===== src/rtl/pong_pkg.sv =====
// pong_pkg: shared VGA timing defaults, coordinate width and period helper
package pong_pkg;
  localparam int COORD_W = 12;
  typedef logic [COORD_W-1:0] coord_t;
  localparam int DEF_H_ACTIVE = 640;
  localparam int DEF_H_FP = 16;
  localparam int DEF_H_SYNC = 96;
  localparam int DEF_H_BP = 48;
  localparam int DEF_V_ACTIVE = 480;
  localparam int DEF_V_FP = 10;
  localparam int DEF_V_SYNC = 2;
  localparam int DEF_V_BP = 33;
  localparam int DEF_MOVE_DIV = 1;
  function automatic int vga_total(input int active, input int fp, input int sync, input int bp);
    return active + fp + sync + bp;
  endfunction
endpackage


===== src/rtl/vga_axis_cnt.sv =====
// vga_axis_cnt: wrapping scan counter for one raster axis with active and sync decode
// Ports: clk, rst_n (async active-low); en advances the count;
//   count current position; wrap high when an enabled advance returns to 0;
//   active count < ACTIVE; sync_n low inside [SYNC_START, SYNC_START+SYNC_W).
module vga_axis_cnt
  import pong_pkg::*;
#(
  parameter int PERIOD = DEF_H_ACTIVE + DEF_H_FP + DEF_H_SYNC + DEF_H_BP,
  parameter int ACTIVE = DEF_H_ACTIVE,
  parameter int SYNC_START = DEF_H_ACTIVE + DEF_H_FP,
  parameter int SYNC_W = DEF_H_SYNC
) (
  input  logic   clk,
  input  logic   rst_n,
  input  logic   en,
  output coord_t count,
  output logic   wrap,
  output logic   active,
  output logic   sync_n
);
  localparam coord_t LAST = COORD_W'(PERIOD - 1);
  localparam coord_t ACT = COORD_W'(ACTIVE);
  localparam coord_t SS = COORD_W'(SYNC_START);
  localparam coord_t SE = COORD_W'(SYNC_START + SYNC_W);
  assign wrap = en && count == LAST;
  assign active = count < ACT;
  assign sync_n = !(count >= SS && count < SE);
  always_ff @(posedge clk or negedge rst_n)
    if (!rst_n) count <= '0;
    else if (en) count <= wrap ? '0 : count + 1'b1;
endmodule


===== src/rtl/vga_scan_gen.sv =====
// vga_scan_gen: VGA raster timing source with pixel coordinates and game-step pulse
// Ports: vga_clk pixel clock; sys_rst_n async active-low reset; run gates move_tick;
//   hsync/vsync active-low syncs; video_active visible-area flag;
//   pix_x/pix_y coordinates (0 during blanking); frame_start one-cycle pulse at (0,0);
//   move_tick one-cycle pulse at vblank start every MOVE_DIV frames while run is high.
//   All outputs are registered from the previous cycle's counters, so they stay aligned.
module vga_scan_gen
  import pong_pkg::*;
#(
  parameter int H_ACTIVE = DEF_H_ACTIVE,
  parameter int H_FP = DEF_H_FP,
  parameter int H_SYNC = DEF_H_SYNC,
  parameter int H_BP = DEF_H_BP,
  parameter int V_ACTIVE = DEF_V_ACTIVE,
  parameter int V_FP = DEF_V_FP,
  parameter int V_SYNC = DEF_V_SYNC,
  parameter int V_BP = DEF_V_BP,
  parameter int MOVE_DIV = DEF_MOVE_DIV
) (
  input  logic                vga_clk,
  input  logic                sys_rst_n,
  input  logic                run,
  output logic                hsync,
  output logic                vsync,
  output logic                video_active,
  output logic [COORD_W-1:0]  pix_x,
  output logic [COORD_W-1:0]  pix_y,
  output logic                frame_start,
  output logic                move_tick
);
  localparam int H_TOTAL = vga_total(H_ACTIVE, H_FP, H_SYNC, H_BP);
  localparam int V_TOTAL = vga_total(V_ACTIVE, V_FP, V_SYNC, V_BP);
  localparam coord_t V_BLANK = COORD_W'(V_ACTIVE);
  localparam logic [7:0] DIV_LAST = 8'(MOVE_DIV - 1);
  if (H_TOTAL >= (1 << COORD_W) || V_TOTAL >= (1 << COORD_W) || MOVE_DIV < 1 || MOVE_DIV > 255) begin : g_bad_param
    $error("vga_scan_gen: timing sums must stay below 4096 and MOVE_DIV within 1..255");
  end
  coord_t h_cnt, v_cnt;
  logic h_wrap, v_wrap_unused, h_act, v_act, h_sync_n, v_sync_n, vis, vblank;
  logic [7:0] div;
  vga_axis_cnt #(.PERIOD(H_TOTAL), .ACTIVE(H_ACTIVE), .SYNC_START(H_ACTIVE + H_FP), .SYNC_W(H_SYNC)) u_h (
    .clk(vga_clk), .rst_n(sys_rst_n), .en(1'b1),
    .count(h_cnt), .wrap(h_wrap), .active(h_act), .sync_n(h_sync_n)
  );
  vga_axis_cnt #(.PERIOD(V_TOTAL), .ACTIVE(V_ACTIVE), .SYNC_START(V_ACTIVE + V_FP), .SYNC_W(V_SYNC)) u_v (
    .clk(vga_clk), .rst_n(sys_rst_n), .en(h_wrap),
    .count(v_cnt), .wrap(v_wrap_unused), .active(v_act), .sync_n(v_sync_n)
  );
  assign vis = h_act && v_act;
  assign vblank = h_cnt == '0 && v_cnt == V_BLANK;
  always_ff @(posedge vga_clk or negedge sys_rst_n)
    if (!sys_rst_n) begin
      hsync <= 1'b1;
      vsync <= 1'b1;
      video_active <= 1'b0;
      pix_x <= '0;
      pix_y <= '0;
      frame_start <= 1'b0;
    end else begin
      hsync <= h_sync_n;
      vsync <= v_sync_n;
      video_active <= vis;
      pix_x <= vis ? h_cnt : '0;
      pix_y <= vis ? v_cnt : '0;
      frame_start <= h_cnt == '0 && v_cnt == '0;
    end
  // Divider is pinned at 0 while stopped so the first tick after run rises
  // always lands on the MOVE_DIV-th vblank start.
  always_ff @(posedge vga_clk or negedge sys_rst_n)
    if (!sys_rst_n) begin
      div <= '0;
      move_tick <= 1'b0;
    end else begin
      move_tick <= run && vblank && div == DIV_LAST;
      div <= !run ? '0 : !vblank ? div : div == DIV_LAST ? '0 : div + 8'd1;
    end
endmodule


===== config.mk =====
export PLATFORM = sky130hd
export DESIGN_NAME = vga_scan_gen
export DESIGN_NICKNAME = d
export VERILOG_FILES = /design/src/rtl/pong_pkg.sv /design/src/rtl/vga_axis_cnt.sv /design/src/rtl/vga_scan_gen.sv
export SDC_FILE = /design/constraint.sdc
export NUM_CORES = 1
export LEC_CHECK = 0
export CAP_MARGIN = 30
export CORE_ASPECT_RATIO = 0.9
export CORE_MARGIN = 2
export CORE_UTILIZATION = 43
export DETAILED_ROUTE_END_ITERATION = 7
export DONT_BUFFER_PORTS = 1
export PLACE_DENSITY = 0.66
export SLEW_MARGIN = 5
export SYNTH_ARGS = -nofsm -noshare
export SYNTH_HDL_FRONTEND = slang
export SYNTH_SLANG_ARGS = --single-unit

===== constraint.sdc =====
create_clock -name vga_clk -period 3.7 [get_ports vga_clk]
set_input_delay 0.37 -clock vga_clk [delete_from_list [all_inputs] [get_ports vga_clk]]
set_output_delay 0.37 -clock vga_clk [all_outputs]
set_load 0.05 [all_outputs]

==> impl_metrics.yaml, run 1 <==
floorplan:
  core_mm2: 0.006081
  rows: 27
  die_y_um: 79.09
  initial_core_util_pct: 44.30
  die_x_um: 87.43
  io-pin-count: 32
  die_area_mm2: 0.006915
setup_path:
  cp_slowest_cell: "or4b_2"
  start_kind: "flop"
  cp_slowest_stage_delay_ns: 0.79
  required_ns: 3.96
  arrival_ns: 2.79
  path_cells: "and4_1, nand4_1, or4b_2, a21oi_1"
  worst_setup_path_end_kind: "flop"
  path_delay_family: "simple AND/OR/NAND/NOR gates"
  crit_buf_inv: 0
  path_class: "reg -> reg"
  cp_max_fo: 17
min_path:
  min_path_type: "in -> reg"
finish:
  fin_cells: 326
  nets: 259
  fillers: 545
  mostFrequentLayoutCells: "dfrtp_1, nand3_1, a21oi_1, and2_1, nand4_1"
  mostFrequentLayoutCell: "dfrtp_1"
  diodes: 0
  areaGrowthSynthToFinish_pct: 10.50
  drive_gt1_share_pct: 11.42
power_and_ir_drop:
  p_int_w: 0.001001
  power_w: 0.001275
  clkPwrFrac_pct: 45.1
  irDropWorstVdd_mv: 0.1587
  power.switching_w: 0.0002735
  pwr-share-seq_pct: 53.4
  p_leak_nw: 1.317
  pwr-share-comb_pct: 1.5
  switching_share_pct: 21.46
  power_density_mw_per_mm2: 428.3
drt:
  wl_per_cell_um: 15.24
  drtPass1Iterations: 4
  drtAntennaViolNets: 0
  first_iter_violations: 79
  drc: 0
  vias: 1802
  wl_um: 4968
  viasPerCell: 5.528
sta:
  tns_ns: 0
  layout_min_cycle_time_ns: 2.532
  rsz0062_at_grt: "no"
  hold_viol: 0
  max_slew.worst_pin.slew_ns: 0.6005
  fin_crit_sh_pct: 68.44
  drv_slew: 0
  setup_viol: 0
  max_slew_margin_pct: 59.85
  clock.fmax_mhz: 394.9
  skew_ns: 0.005181
yosys:
  synth_compound_area_share_pct: 6.735
  synth_top_family_by_area: "simple AND/OR/NAND/NOR gates"
  synthMuxAreaShare_pct: 0.7431
  synth_adder_area_share_pct: 3.251
  ys_ff_latch: 61
  synth_ff_type: "dfrtp_1"
  syn_area_mm2: 0.002694
  avgSynthCellArea_um2: 11.13
  postSynth.asyncResetShare_pct: 100.0
  synth_seq_area_share_pct: 56.76
  syn_inst: 242
  synth_edf_count: 0
  ys.warnings.count: 0
  synth-simple-area-share_pct: 24.06
  synthXorXnorAreaFrac_pct: 4.552
  yosysUniqueCellTypes: 42
grt:
  grt_pass1_vias: 1687
  grt_start_max_net_pins: 62
  grt_usage_pct: 16.72
  grt_overflow: 0
  antenna_found_initial: 0
  grt_pass1_wl_um: 8652
placement:
  portBuffers: 0
  gp_congestion: 0.8323
  placedCellCount: 308
  hpwl_um: 3133
clock_tree:
  clkLatencyLatePin_ns: 0.33
  post_cts_buffers: 0
  clkSlewWorstSetupHoldPaths_ns: 0.06
  cts_tree: "done"
  clockBufferDepth: 2
  ctsHtreeMaxLevel: 3
  clock-root-buffer: "clkbuf_8"
  cts_made_buffers: 9
  post_cts_resized: 0
  hold_buffers: 2
  clock-sinks: 61
outcome:
  outcome: "completed"
job:
  maxCapViolCount: 0
-- layout make-up --
| cell class | count | area, µm² | area share [%] |
|---|---|---|---|
| Sequential cell | 61 | 1529 | 51.37 |
| Inverter | 9 | 33.78 | 1.135 |
| Multi-Input combinational cell | 164 | 1079 | 36.23 |
| Clock buffer | 12 | 145.1 | 4.876 |
| Tap cell | 72 | 90.09 | 3.026 |
| Clock inverter | 4 | 47.55 | 1.597 |
| Timing Repair Buffer | 4 | 52.55 | 1.765 |
-- per-layer routing --
layer  routed length [µm]  track usage (%)
met3                  207            5.613
met2                 2125            21.74
met1                 2539            24.62
met4                   95            7.846
met5                    0                0
-- synth_stat cells (3+ instances only) --
| cell | instances | area, µm² |
|---|---|---|
| buf_2 | 3 | 15.01 |
| nand4_1 | 13 | 81.33 |
| or4_1 | 4 | 30.03 |
| and4_1 | 3 | 26.28 |
| nor2_1 | 8 | 30.03 |
| xnor2_1 | 6 | 52.55 |
| ha_1 | 7 | 87.58 |
| o41ai_1 | 3 | 26.28 |
| dfrtp_1 | 59 | 1476 |
| o21ai_0 | 8 | 40.04 |
| nand3_1 | 15 | 75.07 |
| nor4_1 | 10 | 62.56 |
| xor2_1 | 8 | 70.07 |
| clkbuf_1 | 6 | 22.52 |
| nor2b_1 | 3 | 18.77 |
| and2_1 | 14 | 87.58 |
| nand2_1 | 9 | 33.78 |
| nor3_1 | 6 | 30.03 |
| inv_1 | 9 | 33.78 |
| a21oi_1 | 14 | 70.07 |
| and3_1 | 5 | 31.28 |
-- through the flow --
stage          util [%]  hold slack [ns]  setup WS (ns)  instance area (µm²)
6_report          48.95           0.1521          1.168                 2977
5_1_grt           48.95           0.1403         0.9789                 2977
4_1_cts           48.95           0.1319          1.190                 2977
3_5_place_dp      45.16          0.07559          1.242                 2746
3_3_place_gp      45.16          0.07557          1.324                 2746
2_1_floorplan         -          0.07441          1.739                 2709
-- cells by family (layout without fill, tap and decap cells) --
| logic type | Yosys count | in the layout |
|---|---|---|
| AO/OA/AOI/OAI | 31 | 31 |
| XOR/XNOR | 14 | 14 |
| adder cells (fa/ha/maj) | 7 | 7 |
| buffers and inverters | 21 | 29 |
| flip-flops | 61 | 61 |
| multiplexers | 2 | 2 |
| other | 1 | 5 |
| AND/OR/NAND/NOR | 105 | 105 |
-- worst paths after layout --
kind                                           start                   endpoint  slack (ns)  cells past startpoint
max                         u_v.count[5]$_DFFE_PN0N_         div[1]$_DFFE_PN0P_        1.17                      4
min                                              run        move_tick$_DFF_PN0_        0.15                      2
max reg2reg                 u_v.count[5]$_DFFE_PN0N_         div[1]$_DFFE_PN0P_        1.17                      4
min reg2reg                u_v.count[11]$_DFFE_PN0N_  u_v.count[11]$_DFFE_PN0N_        0.52                      1
max in group asynchronous                  sys_rst_n            vsync$_DFF_PN1_        2.83                      2
min in group asynchronous                  sys_rst_n     u_h.count[8]$_DFF_PN0_        0.58                      2
-- flip-flops by register name, summed over array words and instances, names as in the netlist --
name,cells
u_h.count,12
pix_y,12
move_tick,1
div,8
vsync,1
hsync,1
frame_start,1
video_active,1
pix_x,12
u_v.count,12
-- power by group through the flow --
stage | Combinational, W | Clock (W) | Sequential, W
3_5_place_dp | 0.00000226 | 0 | 0.000693
5_1_grt | 0.0000227 | 0.000635 | 0.000680
3_3_place_gp | 0.00000224 | 0 | 0.000693
4_1_cts | 0.0000200 | 0.000594 | 0.000681
2_1_floorplan | 0.00000179 | 0 | 0.000693
6_report | 0.0000189 | 0.000575 | 0.000681
No activity file was read; power rests on OpenSTA's default activity.
==> run 2: changes to the inputs <==
- clock period: 3.7 -> 2.4 ns (I/O delays scaled with it)
==> impl_metrics.yaml, run 2 (synthesis results as in run 1) <==
setup_path:
  rrSetupSlack_ns: 0.14
  r2r_start: "div[0]$_DFFE_PN0P_"
  cp_slowest_stage_delay_ns: 0.59
  start_kind: "flop"
  cp_max_fo: 6
  crit_start: "div[0]$_DFFE_PN0P_"
  required_ns: 2.61
  worst_setup_path_end_kind: "flop"
  cp_slowest_cell: "or4b_2"
  arrival_ns: 2.47
  r2r_cells: 6
  path_class: "reg -> reg"
  path_common_cell: "or4b_2"
  r2r-end: "div[1]$_DFFE_PN0P_"
  path_cells: "inv_1, ha_1, or4b_2, nor4_1, or4b_2, a21oi_1"
floorplan:
  rows: 27
  core_mm2: 0.006081
  die_area_mm2: 0.006915
  initial_core_util_pct: 44.30
  io-pin-count: 32
  die_y_um: 79.09
  die_x_um: 87.43
power_and_ir_drop:
  power.switching_w: 0.0004290
  p_leak_nw: 1.359
  clkPwrFrac_pct: 46.9
  pwr-share-comb_pct: 1.5
  pwr-share-seq_pct: 51.6
  p_int_w: 0.001603
  irDropWorstVdd_mv: 0.2150
  switching_share_pct: 21.11
  power_density_mw_per_mm2: 666.1
min_path:
  min_path_type: "in -> reg"
  min_path_cells: 2
  min-delay-start: "run"
  holdPathEnd: "div[4]$_DFFE_PN0P_"
finish:
  diodes: 0
  mostFrequentLayoutCell: "dfrtp_1"
  mostFrequentLayoutCells: "dfrtp_1, nand3_1, a21oi_1, and2_1, nand4_1"
  ff_latch_area_mm2: 0.001529
  nets: 266
  final_core_utilization_pct: 50.16
  fillers: 538
  areaGrowthSynthToFinish_pct: 13.24
  final_area_mm2: 0.003050
  drive_gt1_share_pct: 13.79
  multi_input_area_mm2: 0.001079
clock_tree:
  clock-root-buffer: "clkbuf_8"
  clock-sinks: 61
  cts_tree: "done"
  ctsHtreeMaxLevel: 3
  clockBufferDepth: 2
  cts_made_buffers: 9
  clkSlewWorstSetupHoldPaths_ns: 0.06
  post_cts_resized: 0
  clkLatencyLatePin_ns: 0.34
sta:
  rsz0062_at_grt: "no"
  tns_ns: 0
  max_slew_margin_pct: 50.20
  max_slew.worst_pin.slew_ns: 0.7402
  setup_viol: 0
  fin_ws_ns: 0.1373
  skew_ns: 0.009367
  drv_slew: 0
  fin_crit_sh_pct: 94.28
  hold_viol: 0
  layout_min_cycle_time_ns: 2.263
  clock.fmax_mhz: 442.0
drt:
  wl_per_cell_um: 15.47
  viasPerCell: 5.598
  drc: 0
  drtPass1Iterations: 4
  drtAntennaViolNets: 0
  first_iter_violations: 78
  wl_um: 5152
  vias: 1864
placement:
  place_ws_ns: 0.2193
  gp_congestion: 0.9101
  portBuffers: 0
  hpwl_um: 3287
  placed_area_mm2: 0.002791
grt:
  grt_start_max_net_pins: 62
  grt_pass1_wl_um: 8845
  antenna_found_initial: 0
  grt_pass1_vias: 1762
  grt_overflow: 0
  grt_usage_pct: 16.83
outcome:
  outcome: "completed"
job:
  maxCapViolCount: 0
-- run 2: changes by cell type in the layout (fill, tap and decap cells not counted) --
cell,previous run,this run
buf_4,2,8
clkbuf_8,10,12
clkbuf_1,2,1
clkinv_2,2,1
dlygate4sd3_1,1,2
-- run 2: area by class of cell --
type | count | area share, %
multi-input combinational | 164 | 35.36
sequential | 61 | 50.12
clock buffer | 13 | 5.537
tap | 72 | 2.953
inverter | 9 | 1.107
clock inverter | 3 | 1.395
timing repair buffer | 11 | 3.527
-- run 2: through the flow --
stage / total power [W] / cells / hold slack, ns
floorplan: 0.001071 / 246 / -0.05559
global placement: 0.001072 / 314 / -0.05446
detailed placement: 0.001072 / 314 / -0.05437
CTS: 0.002057 / 333 / 0.03985
global route: 0.002118 / 333 / 0.05146
finish: 0.002032 / 333 / 0.05736
-- run 2: timing repair --
item | 4_1_cts | 5_1_grt
endpoints found under the hold margin | 62 | 0
hold buffers | 3 | 0
buffers inserted | 0 | 0
-- run 2: worst max-delay path by stage --
stage | cells after the start | endpoint
6_report | 6 | div[1]$_DFFE_PN0P_
4_1_cts | 6 | div[1]$_DFFE_PN0P_
5_1_grt | 6 | div[1]$_DFFE_PN0P_
3_3_place_gp | 6 | div[1]$_DFFE_PN0P_
2_1_floorplan | 6 | u_v.count[11]$_DFFE_PN0N_
3_5_place_dp | 6 | div[1]$_DFFE_PN0P_
-- run 2: per-layer routing --
layer / vias up / global-route usage [%] / wire length (µm)
li1: 898 / - / -
met1: 901 / 23.97 / 2438
met2: 54 / 23.26 / 2299
met3: 11 / 5.405 / 305
met4: 0 / 7.385 / 109
met5: - / 0 / 0
-- run 2: critical path, delay by kind of cell (launching register included) --
kind,cells,cell delay [ns]
adder cells (fa/ha/maj),1,0.15
flip-flops,1,0.43
AND/OR/NAND/NOR,3,1.42
buffers and inverters,1,0.08
AO/OA/AOI/OAI,1,0.06
-- run 2: power groups by stage --
| stage | combinational, W | clock, W | sequential [W] |
|---|---|---|---|
| 6_report | 0.0000300 | 0.000952 | 0.00105 |
| 5_1_grt | 0.0000364 | 0.00103 | 0.00105 |
| 4_1_cts | 0.0000322 | 0.000975 | 0.00105 |
| 3_5_place_dp | 0.00000368 | 0 | 0.00107 |
| 3_3_place_gp | 0.00000351 | 0 | 0.00107 |
| 2_1_floorplan | 0.00000275 | 0 | 0.00107 |
